## src/rtl/config_sequencer.sv

```systemverilog
// Front-panel configuration editor: loads a register set, lets the user step
// fields with UP/DOWN (with auto-repeat) and cursor LEFT/RIGHT, then commits it.
//
// state  | meaning
// IDLE   | run mode, nothing being edited
// LOAD   | one cycle: copy current register set into the edit fields
// EDIT   | buttons adjust cursor and fields
// COMMIT | wr_req held, fields frozen until wr_ack
module config_sequencer #(
  parameter int HOLD_CYCLES   = 50_000_000,
  parameter int REPEAT_CYCLES = 10_000_000
) (
  input  logic       clk,
  input  logic       reset,
  input  logic [1:0] cfg_mode,
  input  logic [3:0] btn_db,
  input  logic [6:0] cur_f0,
  input  logic [6:0] cur_f1,
  input  logic [6:0] cur_f2,
  output logic [1:0] edit_mode,
  output logic [1:0] cursor,
  output logic [6:0] f0,
  output logic [6:0] f1,
  output logic [6:0] f2,
  output logic       wr_req,
  output logic [1:0] wr_sel,
  input  logic       wr_ack
);

  localparam int MAXC = (HOLD_CYCLES > REPEAT_CYCLES) ? HOLD_CYCLES : REPEAT_CYCLES;
  localparam int CW   = (MAXC > 1) ? $clog2(MAXC) : 1;

  typedef enum logic [1:0] {IDLE, LOAD, EDIT, COMMIT} state_t;

  function automatic logic [6:0] fmin(input logic [1:0] mode, input logic [1:0] idx);
    return (mode == 2'b10 && idx != 2'd2) ? 7'd1 : 7'd0;
  endfunction

  function automatic logic [6:0] fmax(input logic [1:0] mode, input logic [1:0] idx);
    if (mode == 2'b10) begin
      case (idx)
        2'd0:    return 7'd31;
        2'd1:    return 7'd12;
        default: return 7'd99;
      endcase
    end
    return (idx == 2'd0) ? 7'd23 : 7'd59;
  endfunction

  // Out-of-range loaded values snap to the minimum instead of stepping.
  function automatic logic [6:0] step_field(input logic [6:0] v, input logic [1:0] mode,
                                            input logic [1:0] idx, input logic up);
    logic [6:0] lo, hi;
    lo = fmin(mode, idx);
    hi = fmax(mode, idx);
    if (v < lo || v > hi) return lo;
    if (up) return (v == hi) ? lo : v + 7'd1;
    return (v == lo) ? hi : v - 7'd1;
  endfunction

  state_t        state;
  logic [3:0]    btn_r, btn_p, armed;
  logic [CW-1:0] rpt_cnt;
  logic          rpt_act;

  logic [3:0] rise;
  logic       one_held, rpt_tick, inc, dec, mv_r, mv_l;
  logic [6:0] fsel, fnext;

  // armed stays low for any button held through reset until it is released.
  always_comb begin
    rise     = btn_r & ~btn_p & armed;
    one_held = btn_r[0] ^ btn_r[1];
    rpt_tick = rpt_act && one_held && (rpt_cnt == '0);
    inc      = one_held && btn_r[0] && (rise[0] || rpt_tick);
    dec      = one_held && btn_r[1] && (rise[1] || rpt_tick);
    mv_r     = rise[3] && !btn_r[2];
    mv_l     = rise[2] && !btn_r[3];
    case (cursor)
      2'd1:    fsel = f1;
      2'd2:    fsel = f2;
      default: fsel = f0;
    endcase
    fnext = step_field(fsel, edit_mode, cursor, inc);
  end

  always_ff @(posedge clk) begin
    if (reset) begin
      state     <= IDLE;
      edit_mode <= '0;
      cursor    <= '0;
      f0        <= '0;
      f1        <= '0;
      f2        <= '0;
      wr_req    <= 1'b0;
      wr_sel    <= '0;
      rpt_cnt   <= '0;
      rpt_act   <= 1'b0;
      btn_r     <= '0;
      btn_p     <= '0;
      armed     <= '0;
    end else begin
      btn_r   <= btn_db;
      btn_p   <= btn_r;
      armed   <= armed | ~btn_db;
      rpt_cnt <= '0;
      rpt_act <= 1'b0;
      case (state)
        IDLE: begin
          edit_mode <= '0;
          if (cfg_mode != 2'b00) state <= LOAD;
        end
        LOAD: begin
          f0        <= cur_f0;
          f1        <= cur_f1;
          f2        <= cur_f2;
          cursor    <= '0;
          edit_mode <= cfg_mode;
          state     <= (cfg_mode == 2'b00) ? IDLE : EDIT;
        end
        EDIT: begin
          if (cfg_mode != edit_mode) begin
            state  <= COMMIT;
            wr_req <= 1'b1;
            wr_sel <= edit_mode;
          end else begin
            if (inc || dec) begin
              case (cursor)
                2'd1:    f1 <= fnext;
                2'd2:    f2 <= fnext;
                default: f0 <= fnext;
              endcase
            end
            if (mv_r)      cursor <= (cursor == 2'd2) ? 2'd0 : cursor + 2'd1;
            else if (mv_l) cursor <= (cursor == 2'd0) ? 2'd2 : cursor - 2'd1;
            // Down-counter: first step HOLD_CYCLES after the press, then every REPEAT_CYCLES.
            if (one_held) begin
              if (rise[0] || rise[1]) begin
                rpt_act <= 1'b1;
                rpt_cnt <= CW'(HOLD_CYCLES - 1);
              end else if (rpt_act) begin
                rpt_act <= 1'b1;
                rpt_cnt <= (rpt_cnt == '0) ? CW'(REPEAT_CYCLES - 1) : rpt_cnt - CW'(1);
              end
            end
          end
        end
        COMMIT: begin
          if (wr_ack) begin
            wr_req <= 1'b0;
            if (cfg_mode == 2'b00) begin
              state     <= IDLE;
              edit_mode <= '0;
            end else begin
              state <= LOAD;
            end
          end
        end
        default: state <= IDLE;
      endcase
    end
  end

endmodule

```

## config.mk

```make
export PLATFORM = sky130hd
export DESIGN_NAME = config_sequencer
export DESIGN_NICKNAME = d
export VERILOG_FILES = /design/src/rtl/config_sequencer.sv
export SDC_FILE = /design/constraint.sdc
export NUM_CORES = 1
export LEC_CHECK = 0
export BUFFER_PORTS_ARGS = -buffer_cell sky130_fd_sc_hd__buf_2
export CORE_MARGIN = 3
export CORE_UTILIZATION = 35
export DETAILED_ROUTE_END_ITERATION = 10
export GPL_TIMING_DRIVEN = 0
export PLACE_DENSITY = 0.52
export REMOVE_ABC_BUFFERS = 1
export SLEW_MARGIN = 25
export SYNTH_ARGS = -nofsm -noshare
export SYNTH_HDL_FRONTEND = slang
export SYNTH_SLANG_ARGS = --single-unit
export TNS_END_PERCENT = 10
```

## constraint.sdc

```tcl
create_clock -name clk -period 10.7 [get_ports clk]
set_input_delay 1.605 -clock clk [delete_from_list [all_inputs] [get_ports clk]]
set_output_delay 1.605 -clock clk [all_outputs]
set_load 0.02 [all_outputs]
```

==> run metrics <==
Synth Register Bits=69; initial antenna violation count=0; Post-Synthesis Cells=466; Leakage=1.97 nW; Post-CTS Hold Buffers=0; CTS max path bufs=2; Simple-Gate Fraction of Synth Area=0.240; outcome=finished, final reports clean; drt total wl=10200 um; compound-cell area share of the yosys netlist=0.203; largest net degree at the start of global routing=48; FMAX=239 MHz; Max-Cap Viols=0; adder-cell share of the synthesized area=0.0604; Setup Viol. Count Final=0; DRT Pass-1 Iters=4; antenna cells=0; slew at the pin closest to its max-slew limit=1.03 ns; worst-skew pair later-pin latency=0.36 ns; Die W=112 um; fraction of registers with async set/reset=0; global-route usage over all layers=0.171; CTS buffer count=9; Tmin final=4.19 ns; row count=37; clock edge transition at the registers on the reported setup and hold paths=0.08 ns; Residual DRC=0; worst-path fanout max=16; area of the multi-input gates=0.00233 mm2; 1st-iter DRT viols=215; IO Pins=58; Final ANT Viol Nets=0; number of global-route vias before repair=3429; EDFF count, synth=0; setup TNS=0 ns; register area=0.00138 mm2; CTS resizes=0; yosys warns=0; Setup Fix Bufs, Post-CTS=0; gpl congestion=0.861; drt wl/cell=15.6 um; critical path required time=10.97 ns; Max IR drop VDD=0.0707 mV; Root Buffer=clkbuf_8; Sink Count=69; final instance area=0.00445 mm2; CTS H-Tree Depth=3; Final HPWL DP=7370 um; Crit Path Class=reg2reg; CTS tree=done; sequential fraction of the synthesis area=0.354; Yosys cell types=66; synthesized area=0.00390 mm2; RSZ-0062 raised after global routing=no; Die Ht=112 um; final slew viol count=0; port bufs=57; detailed-route via count=3509; Initial Util=0.369; Avg Cell Area, Syn=8.36 um2; share of layout cells above drive strength 1=0.179; Arr. time, crit path=4.46 ns; Layout area overhead=14.1%; die area=0.0124 mm2; largest family of logic cells by synthesized area=simple AND/OR/NAND/NOR gates; Area after DPL=0.00424 mm2; detailed-route vias per instance=5.35; first-pass GRT wire length=17300 um; CP endpoint kind=flip-flop; global route overflow=0; core area=0.0106 mm2; mux cell area share after synthesis=0.0132; Worst slew margin=0.311; Filler cells=1090; Hold Vio Cnt, Final=0; Primary FF master, synth=dfxtp_1; startpoint types=flip-flop; fin crit share=0.391; cell area power density=152 mW/mm2; HP Class=reg2reg; final clock skew=0.0104 ns; xor/xnor share of the synthesized area=0.0787; final net count=564
[cells in the mapped netlist (2+ instances only)]
cell      number  area, um2
xor2_1        10       87.6
nor4b_1        4       35.0
a211oi_1      10       75.1
a31oi_1        6       37.5
nor2_2         2       12.5
nand3_1       20        100
and3_1         4       25.0
nand2b_1       3       18.8
nor4_1         7       43.8
ha_1          18        225
or4_1          4       30.0
buf_2          5       25.0
o22ai_1        2       12.5
or3_1          2       12.5
o21ai_0       12       60.1
or2_2          2       12.5
a311oi_1       3       26.3
o211ai_1       4       30.0
inv_1         22       82.6
clkbuf_1       6       22.5
a21o_1         6       45.0
buf_4          2       15.0
nor2b_1       11       68.8
nand2_1       32        120
dfxtp_1       69       1380
nor3b_1        4       30.0
nor3_1        17       85.1
a221o_1        4       40.0
nand3b_1       2       15.0
and2_1         2       12.5
buf_6          4       45.0
a21oi_1       44        220
nor2_1        55        206
a22oi_1        6       45.0
mux2i_1        4       40.0
xnor2_1       25        219
a32oi_1        2       17.5
o32ai_1        3       26.3
[cell families after synthesis]
logic type | Yosys count
AO/OA/AOI/OAI | 117
XOR/XNOR | 35
adder cells (fa/ha/maj) | 19
buffers and inverters | 40
flip-flops | 69
multiplexers | 5
AND/OR/NAND/NOR | 181
[layer usage]
| layer | GRT usage | part of all wire | vias up |
|---|---|---|---|
| li1 | - | - | 1771 |
| met5 | 0 | 0 | - |
| met4 | 0.0592 | 0.014 | 0 |
| met2 | 0.250 | 0.42 | 81 |
| met1 | 0.247 | 0.52 | 1645 |
| met3 | 0.0391 | 0.046 | 12 |
[cell usage in the layout, fill, tap and decap left out, types with 6 or more instances in the layout]
cell      instances
nor2b_1          11
buf_2            57
xnor2_1          25
a211oi_1         10
nor3_1           17
a31oi_1           6
a21oi_1          44
a22oi_1           6
a21o_1            6
o21ai_0          12
nor2_1           54
ha_1             18
clkbuf_8         11
nand2_1          32
nor4_1            7
nand3_1          20
xor2_1           10
dfxtp_1          69
inv_1            22
[report_power, final]
group | internal (W) | switching, W | leakage (nW)
combinational | 0.0000649 | 0.000108 | 1.31
sequential | 0.000271 | 0.0000118 | 0.563
clock | 0.000119 | 0.0000988 | 0.0947
total | 0.000455 | 0.000219 | 1.97
[sequential cells by signal, summed over array words and instances, names as in the netlist, named ones only]
register,flops
rpt_cnt,26
btn_p,4
rpt_act,1
state,1
f2,7
edit_mode,2
f0,7
wr_req,1
wr_sel,2
btn_r,4
armed,4
f1,7
cursor,2
[layout make-up]
| class | instances | area share |
|---|---|---|
| flip-flops and latches | 69 | 0.311 |
| multi-input cells | 357 | 0.523 |
| inverters | 22 | 0.0186 |
| repair buffers | 57 | 0.0642 |
| clock buffers | 12 | 0.0349 |
| well taps | 136 | 0.0383 |
| clock inverters | 3 | 0.0101 |
[path summary, 6_finish.rpt]
path | cells after the start | endpoint | start | slack (ns)
worst max-delay path | 12 | f2[1]$_SDFFE_PP0P_ | cursor[0]$_SDFFE_PP0P_ | 6.51
worst min-delay path | 2 | armed[1]$_SDFF_PP0_ | armed[1]$_SDFF_PP0_ | 0.47
worst min register to register | 2 | armed[1]$_SDFF_PP0_ | armed[1]$_SDFF_PP0_ | 0.47
worst max register to register | 12 | f2[1]$_SDFFE_PP0P_ | cursor[0]$_SDFFE_PP0P_ | 6.51
[per-stage QoR]
stage | hold slack [ns] | setup slack (ns) | instances | util | total power [W]
CTS | 0.470 | 6.51 | 656 | 0.421 | 0.000681
global placement | 0.445 | 6.55 | 641 | 0.402 | 0.000459
floorplan | 0.426 | 7.10 | 448 | - | 0.000411
detailed placement | 0.456 | 6.53 | 641 | 0.402 | 0.000461
finish | 0.466 | 6.51 | 656 | 0.421 | 0.000674
global route | 0.494 | 6.14 | 656 | 0.421 | 0.000716
[worst max-delay path: stages, from the launching register on]
cell and delay (ns):
dfxtp_1 0.40, inv_1 0.13, ha_1 0.69, mux2i_1 0.62, inv_1 0.10, ha_1 0.35, nand3_1 0.10, or2_2 0.31
o32ai_1 0.34, o21ai_0 0.35, a21oi_1 0.40, a21oi_1 0.08, a211oi_1 0.23
No activity file was read; power rests on OpenSTA's default activity.
